[config.mk]
export PLATFORM = sky130hd
export DESIGN_NAME = compound_rr_accumulator
export DESIGN_NICKNAME = d
export VERILOG_FILES = /design/src/rtl/compound_rr_accumulator.sv
export SDC_FILE = /design/constraint.sdc
export NUM_CORES = 1
export LEC_CHECK = 0
export ABC_AREA = 0
export CAP_MARGIN = 20
export CELL_PAD_IN_SITES_DETAIL_PLACEMENT = 0
export CELL_PAD_IN_SITES_GLOBAL_PLACEMENT = 2
export CORE_MARGIN = 2
export CORE_UTILIZATION = 28
export CTS_BUF_LIST = sky130_fd_sc_hd__clkbuf_4 sky130_fd_sc_hd__clkbuf_8
export DETAILED_ROUTE_END_ITERATION = 10
export GPL_TIMING_DRIVEN = 0
export PLACE_DENSITY_LB_ADDON = 0.12
export SYNTH_ARGS = -nofsm -noshare
export SYNTH_HDL_FRONTEND = slang
export SYNTH_SLANG_ARGS = --single-unit
[constraint.sdc]
create_clock -name clk -period 5.3 [get_ports clk]
set_input_delay 0.53 -clock clk [delete_from_list [all_inputs] [get_ports clk]]
set_output_delay 0.53 -clock clk [all_outputs]
set_load 0.02 [all_outputs]
[src/rtl/compound_rr_accumulator.sv]
// Multi-channel compound-message accumulator: round-robin arbitration over NUM_CH
// blocking input channels, one accumulator per channel, one shared blocking result port.
module compound_rr_accumulator #(
    parameter int NUM_CH = 4,
    parameter int DATA_W = 32
) (
    input  logic                     clk,
    input  logic                     rst,
    input  logic [NUM_CH-1:0]        b_in_mode,
    input  logic [NUM_CH*DATA_W-1:0] b_in_x,
    input  logic [NUM_CH-1:0]        b_in_y,
    input  logic [NUM_CH-1:0]        b_in_sync,
    output logic [NUM_CH-1:0]        b_in_notify,
    output logic [DATA_W-1:0]        m_out,
    output logic                     m_out_notify,
    input  logic                     m_out_sync
);

    localparam int PTR_W = (NUM_CH > 1) ? $clog2(NUM_CH) : 1;
    localparam logic [PTR_W:0]   NUM_CH_W = (PTR_W+1)'(NUM_CH);
    localparam logic [PTR_W-1:0] LAST_CH  = PTR_W'(NUM_CH - 1);

    typedef enum logic {SECTION_A, SECTION_B} state_t;

    state_t            state, next_state;
    logic [PTR_W-1:0]  rr_ptr, grant_idx, ptr_next;
    logic [PTR_W:0]    cand;
    logic              grant_valid, grant_mode, grant_y;
    logic [DATA_W-1:0] grant_x;
    logic [DATA_W-1:0] acc [NUM_CH];

    // Rotating priority search starting at rr_ptr; b_in_notify is the one-hot grant.
    always_comb begin
        // NOTE: every signal driven here gets a default first, so no path can infer a latch.
        grant_valid = 1'b0;
        grant_idx   = '0;
        cand        = '0;
        b_in_notify = '0;
        next_state  = state;
        if (state == SECTION_A) begin
            for (int i = 0; i < NUM_CH; i++) begin
                cand = {1'b0, rr_ptr} + (PTR_W+1)'(i);
                if (cand >= NUM_CH_W) begin
                    cand = cand - NUM_CH_W;
                end
                if (!grant_valid && b_in_sync[cand[PTR_W-1:0]]) begin
                    grant_valid = 1'b1;
                    grant_idx   = cand[PTR_W-1:0];
                end
            end
            b_in_notify[grant_idx] = grant_valid;
            if (grant_valid && !b_in_mode[grant_idx]) begin
                next_state = SECTION_B;
            end
        end else if (m_out_sync) begin
            next_state = SECTION_A;
        end
    end

    always_comb begin
        grant_x    = '0;
        grant_mode = 1'b0;
        grant_y    = 1'b0;
        for (int c = 0; c < NUM_CH; c++) begin
            if (grant_idx == PTR_W'(c)) begin
                grant_x    = b_in_x[c*DATA_W +: DATA_W];
                grant_mode = b_in_mode[c];
                grant_y    = b_in_y[c];
            end
        end
        ptr_next = (grant_idx == LAST_CH) ? '0 : grant_idx + 1'b1;
    end

    // NOTE: sequential state uses <= so every flop samples pre-edge values regardless of statement order.
    always_ff @(posedge clk) begin
        if (!rst) begin
            state        <= SECTION_A;
            rr_ptr       <= '0;
            m_out        <= '0;
            m_out_notify <= 1'b0;
            // NOTE: the accumulator array is reset explicitly: a never-written channel must read 0.
            for (int c = 0; c < NUM_CH; c++) begin
                acc[c] <= '0;
            end
        end else begin
            state <= next_state;
            if (grant_valid) begin
                rr_ptr <= ptr_next;
                if (grant_mode) begin
                    acc[grant_idx] <= grant_y ? acc[grant_idx] + grant_x : grant_x;
                end else begin
                    m_out        <= acc[grant_idx];
                    m_out_notify <= 1'b1;
                    if (grant_y) begin
                        acc[grant_idx] <= '0;
                    end
                end
            end else if (state == SECTION_B && m_out_sync) begin
                m_out_notify <= 1'b0;
            end
        end
    end

endmodule
# == Word-level counts from Yosys, hierarchy flattened ==
# Memories as Yosys holds them, arrays and structs flattened.
# Index checks and enable logic that the tools add are counted.
# classes
add_sub_neg,9
mul,0
div_mod_pow,0
magnitude_cmp,10
eq_ne,4
shifts,0
mux,70
bitwise,3
n_reduce_logical,15
# ops
operator,count
32-bit 2-to-1 mux,7
1-bit 2-to-1 mux,40
32-bit adder,1
2-bit 2-to-1 mux,16
32-bit OR reduction,1
2-bit by 3-bit < comparator with 1-bit output (second input constant),5
1-bit binary-select mux with 2-bit select,5
3-bit >= comparator (second input constant),3
2-bit by 1-bit subtractor with 2-bit output (second input constant),4
2-bit by 2-bit adder with 3-bit output (second input constant),2
1-bit logical AND,6
4-bit AND,1
2-bit equality test (second input constant),2
1-bit zero test,4
4-bit 2-to-1 mux,1
2-bit AND reduction,2
2-bit by 1-bit adder with 3-bit output (second input constant),1
2-bit by 3-bit >= comparator with 1-bit output (second input constant),1
2-bit by 1-bit adder with 2-bit output (second input constant),1
1-bit demux with 2-bit select,1
2-bit by 1-bit equality test with 1-bit output (second input constant),1
2-bit by 1-bit >= comparator with 1-bit output (second input constant),1
2-bit zero test,1
2-bit inequality test (second input constant),1
other kinds (3),3
# word_totals
register_bits,36
latchBits,0
ram_bits,128
rom_bits,0
input_bits,143
output_inout_bits,37
n_memories,1
# memory_table
memory,words,width,rd,rd_ports_with_merged_regs,wr,line_no,source
acc,4,32,1,0,4,30,logic [DATA_W-1:0] acc [NUM_CH];

# == Longest topological paths before layout ==
# Gate-level depths: netlist of the first run.
# depth
word_depth,33
depth_mapped,26

# == Least setup slack after synthesis of the first run ==
# OpenSTA, ideal clock, no wires.
# synth_path
path_type,input -> register
startpoint,input b_in_sync[0]
endpoint,"memory acc[3][0], enable pin"
arrival_ns,4.943
required_ns,4.834
slack_ns,-0.109
stages,13
n_path_buf,2
path_cell_list,nor4_2 > nor2_1 > nand4_1 > buf_2 > buf_2 > ha_1 > nor2b_4 > a22oi_1 > nor2_1 > a21oi_1 > o21ai_1 > nor2_1 > o21ai_0
# synth_rtl
item,line_no,source
"start, declared",12,"input logic [NUM_CH-1:0] b_in_sync,"
"end, declared",30,

==> results of run 1 <==
## timing repair
action                     4_1_cts  5_1_grt
setup endpoints to repair      216       77
setup buffers                   12       11
pin swaps                       11       19
cloned                           0        1
hold buffers                     0        0
gates resized for setup        103       73
## report_power, final
part	internal [uW]	total (uW)	switching [uW]
Combinational	2920	7540	4610
Clock	478	992	514
Sequential	1760	1880	124
## metrics by stage
stage	cell area [um2]	utilization [%]	hold WS, ps	setup WS [ps]
after floorplan	9950	-	486	5.16
after CTS	13200	37.5	471	4.07
after detailed placement	12400	35.2	457	-2730
after global placement	12300	34.8	454	-2860
after global routing	13600	38.4	490	-21.0
final	13600	38.4	467	159
## layer usage
layer	global-route usage, %	wire [um]	up-vias
met5	0	13	-
met4	4.37	449	2
met3	3.66	2480	33
met2	35.8	18300	282
met1	29.7	19100	4308
li1	-	-	4384
## cell type report
type | count | area share, %
Tap cell | 461 | 4.25
Sequential cell | 164 | 33.7
Timing Repair Buffer | 206 | 15.1
Inverter | 35 | 0.996
Clock inverter | 14 | 1.30
Multi-Input combinational cell | 843 | 39.8
Buffer | 65 | 3.11
Clock buffer | 18 | 1.78
## kinds of logic after synthesis
logic type,share of synthesized area [%]
xor gates and xnor gates,2.38
DFF,45.9
AOI/OAI and AO/OA,18.9
muxes,4.40
buffers and inverters,4.21
and+or+nand+nor,18.9
adders and majority gates,5.23
## path summary, 6_finish.rpt
path / to / slack (ps) / cells after the start
worst max-delay path: acc[3][31] / 160 / 28
worst min register to register: m_out[13] / 470 / 2
worst min-delay path: m_out[13] / 470 / 2
worst max register to register: acc[3][31] / 210 / 28
## registers in the layout, indices dropped and copies added, names as in the netlist
signal	flops
state	1
rr_ptr	2
m_out_notify	1
m_out	32
acc	128
## critical path: stages
cell and delay [ps]:
dlygate4sd2_1 280, nor4_4 370, nor2_4 110, nand4_1 120
buf_6 140, clkinvlp_4 160, ha_4 220, buf_6 140
clkbuf_8 170, buf_6 140, nor2_2 110, a21oi_2 40
nor2_1 130, a21oi_2 50, o21ai_2 130, buf_6 130
ha_1 230, buf_6 140, a211oi_2 210, o21ai_2 100
o2111ai_2 230, a211oi_2 130, or4_4 540, a31oi_4 240
xor2_2 110, nor3_2 180, buf_4 160, nor3_1 50
## placed cells by master (no fill, tap or decap), types with 14 or more instances in the layout
cell,n
nand2_1,173
ha_1,27
buf_4,26
nor2_1,200
a21oi_1,82
edfxtp_1,128
clkbuf_8,19
clkdlybuf4s50_1,174
mux2i_1,34
a21o_1,14
a21boi_0,29
o21ai_2,14
clkbuf_1,25
o21ai_0,32
dfxtp_1,35
inv_1,29
o221a_2,25
==> metrics.txt, run 1 <==
GR Util All Layers=21.6%; GPL Wtd Cong=0.829; min-delay src=m_out[13]; placed insts=1753; P&R area growth vs syn=36.4%; WL/cell=22.3 um; Setup Skew=25.6 ps; vias per inst=4.99; largest net degree at the start of global routing=23; Mapped Nets=1294; Min-Delay Path Class=reg2reg; Crit path arrival time=5340 ps; vias=9009; max-slew violation count=0; Starting Density=28.2%; die area=0.0370 mm2; fin crit share=97.0%; Sink Count=164; first-pass GRT wire length=57700 um; Critical Path End Type=flip-flop; CTS Buf Count=17; share of cells above drive strength 1=16.8%; setup TNS=0 ps; outcome=completed; Critical Path Source Type=input port; final hold vios=0; Max-Cap Viols=0; post-route ant nets=0; # setup viols final=0; synthesized area=0.00994 mm2; Final nets=1516; top cells by count, synth=202 x nor2_1, 180 x nand2_1, 128 x edfxtp_1; DRT iter0 DRCs=503; port bufs=178; Mapped Cells=1110; clock transition at the registers of the reported paths=90 ps; register area share after synthesis=45.9%; Clock Tree Root=clkbuf_8; # DRC=0; Static Leak=0.00538 uW; top-level port count=180; Die Ht=192 um; Site Rows=69; initial antenna violation count=1; pwr dens=768 mW/mm2; synth unique cells=69; WS Path Type=in2reg; min Tclk post-route=5140 ps; Synth Register Bits=164; worst-margin pin slew=912 ps; Post-Layout Cell Count=1806; vias in the first global route=8894; Main synth FF type=edfxtp_1; top cells by area, synth=edfxtp_1 39%, nor2_1 7.6%, dfxtp_1 7.2%; n_diodes=0; worst vdd ir=0.285 mV; Worst EP required=5500 ps; Clock Latency Late Sink=480 ps; relative slew slack=39.2%; Avg Inst Size Synth=8.96 um2; drt pass-1 iters=6; final WL=40300 um; Critical Path Start=b_in_sync[0]; EDFF count, synth=128; achievable clock frequency=195 MHz; Async SR Flop Fraction=0%; hpwl dp=30700 um; Multi-input gate area=0.00539 mm2; Final Power=10400 uW; htree depth=4; Synth area leader=edfxtp_1; Layout fillers=3614; total gr overflow=0; worst-path fanout max=10; Seq. cell area=0.00457 mm2; area of the core=0.0353 mm2; most common cell in the synthesized netlist=nor2_1; Crit Reg-Reg Startpoint=rr_ptr[1]; Synth top area share=38.7%; Clock Path Buffers=2; Die Wd=192 um; CTS tree=built; Synthesis Warnings=0
Note: power is estimated with default switching activity, not from simulation.
==> run 2, diff against run 1 <==
--- a/config.mk
+++ b/config.mk
@@ -14,7 +14,7 @@
 export CTS_BUF_LIST = sky130_fd_sc_hd__clkbuf_4 sky130_fd_sc_hd__clkbuf_8
 export DETAILED_ROUTE_END_ITERATION = 10
 export GPL_TIMING_DRIVEN = 0
-export PLACE_DENSITY_LB_ADDON = 0.12
+export PLACE_DENSITY = 0.81
 export SYNTH_ARGS = -nofsm -noshare
 export SYNTH_HDL_FRONTEND = slang
 export SYNTH_SLANG_ARGS = --single-unit
==> run 2 against run 1 <==
- wire length down 6.7%
- register-to-register slack got worse by 50 ps
- via count rose by 1.2%
- non-clock buffer count is 3 lower
- die area unchanged
- largest power group unchanged
- global-route usage is 2.0 points lower
- count of clock-buffer cells in the layout increased by 3
- combinational power decreased by 5.3%
- clock skew is 13 ps lower
- critical endpoint is now acc[2][12]
- first-iteration DRC count increased by 13%
- core utilization decreased by 0.53 points
- largest cell class unchanged
- highest routed layer is now met4
==> metrics.txt, run 2 (same netlist as run 1, synthesis figures left out) <==
outcome=completed; worst vdd ir=0.351 mV; Clock Tree Root=clkbuf_8; top cell family by delay on the critical path=compound AO/OA/AOI/OAI gates; Crit. path cell count=27; Static Leak=0.00534 uW; Crit path arrival time=5350 ps; worst slack, placed=-2430 ps; Setup Skew=12.3 ps; Post-Layout Cell Count=1803; Critical Path Source Type=input port; met2 Track Usage GR=33.7%; Clock Latency Late Sink=470 ps; GPL Wtd Cong=0.876; Max-Cap Viols=0; placed insts=1752; CP peak stage delay=490 ps; # setup viols final=0; R2R cell count=26; Die Ht=192 um; WS Path Type=in2reg; post-route cell area=0.0134 mm2; total gr overflow=0; Layout fillers=3602; port bufs=178; post-route ant nets=0; Multi-input gate area=0.00529 mm2; M1 GR Usage=24.8%; area of the core=0.0353 mm2; most frequent cells in the layout=199 x nor2_1, 176 x nand2_1, 174 x clkdlybuf4s50_1, 128 x edfxtp_1, 85 x a21oi_1; met3 global-route usage=3.44%; max FFs per register=128; worst-path fanout max=11; Min Hold Slack=465 ps; WL/cell=20.9 um; Final nets=1513; first-pass GRT wire length=53300 um; fin crit share=97.1%; die area=0.0370 mm2; relative slew slack=37.8%; Min-Delay Path Class=reg2reg; Worst EP required=5500 ps; GR Util All Layers=19.7%; post-placement cell area=0.0124 mm2; final hold vios=0; largest registers=acc: 128 flops, m_out: 32 flops, rr_ptr: 2 flops; Starting Density=28.2%; Clock Path Buffers=2; vias=9117; Biggest register=acc; Final Power=9970 uW; WHS Path Cells=2; DRT iter0 DRCs=569; hpwl dp=28800 um; initial antenna violation count=0; CTS Buf Count=17; pwr dens=746 mW/mm2; crit path buf inv count=6; Site Rows=69; worst-margin pin slew=930 ps; Sink Count=164; min Tclk post-route=5140 ps; Slowest-stage cell, CP=a31oi_1; # DRC=0; max-slew violation count=0; CTS tree=built; setup ws final=156 ps; n_diodes=0; htree depth=4; largest net degree at the start of global routing=33; drt pass-1 iters=5; vias per inst=5.06; P&R area growth vs syn=34.5%; clock transition at the registers of the reported paths=90 ps; vias in the first global route=8759; hold buffers post-CTS=0; cell mode on critical path=nor2_1; share of cells above drive strength 1=14.7%; Critical Path End Type=flip-flop; top-level port count=180; commonest non-fill, non-tap cell in the layout=nor2_1; achievable clock frequency=194 MHz; final WL=37600 um; Seq. cell area=0.00457 mm2; Die Wd=192 um; GRT busiest layer=met2
==> run 2: changes by cell type in the layout (fill, tap and decap cells not counted), sizes merged <==
cell / previous run / this run
clkinvlp: 4 / 3
inv: 38 / 35
buf: 52 / 49
clkbuf: 60 / 62
clkdlybuf4s15: 0 / 1
bufinv: 3 / 2
clkinv: 4 / 6
==> run 2: power breakdown <==
group | internal, uW | switching [uW] | total, uW
combinational | 2760 | 4380 | 7140
sequential | 1760 | 124 | 1890
clock | 463 | 487 | 949
==> run 2: final timing paths <==
check                             startpoint    endpoint  slack [ps]
worst max-delay path            b_in_sync[1]  acc[2][12]         160
worst min-delay path               m_out[25]   m_out[25]         460
worst max register to register     rr_ptr[1]  acc[2][12]         160
worst min register to register     m_out[25]   m_out[25]         460
==> run 2: timing repair <==
item,4_1_cts,5_1_grt
pin swaps,7,20
setup buffers,6,14
setup endpoints to repair,172,112
cloned,0,1
resized for setup,96,45
==> run 2: layout make-up <==
| class | instances | share of cell area (%) |
|---|---|---|
| sequential | 164 | 34.2 |
| multi-input combinational | 843 | 39.5 |
| clock inverter | 11 | 0.926 |
| timing repair buffer | 202 | 14.9 |
| tap | 461 | 4.31 |
| inverter | 35 | 1.01 |
| clock buffer | 21 | 2.11 |
| buffer | 66 | 3.06 |
==> run 2: tightest hold or removal path, delay by kind of cell, from the launching register on <==
kind,cells,cell delay [ps]
simple gates,1,40
compound gates,1,60
flops,1,320
==> run 2: metal layers <==
| metal | vias up | wire length [um] |
|---|---|---|
| li1 | 4371 | - |
| met1 | 4326 | 16100 |
| met2 | 374 | 17600 |
| met3 | 46 | 2920 |
| met4 | 0 | 1050 |
| met5 | - | 0 |
==> run 2: stage by stage <==
step                      setup TNS, ps  util [%]
after floorplan                       0         -
after global placement          -453340      34.8
after detailed placement        -312210      35.1
after CTS                             0      37.2
after global routing               -117      37.9
final                                 0      37.9
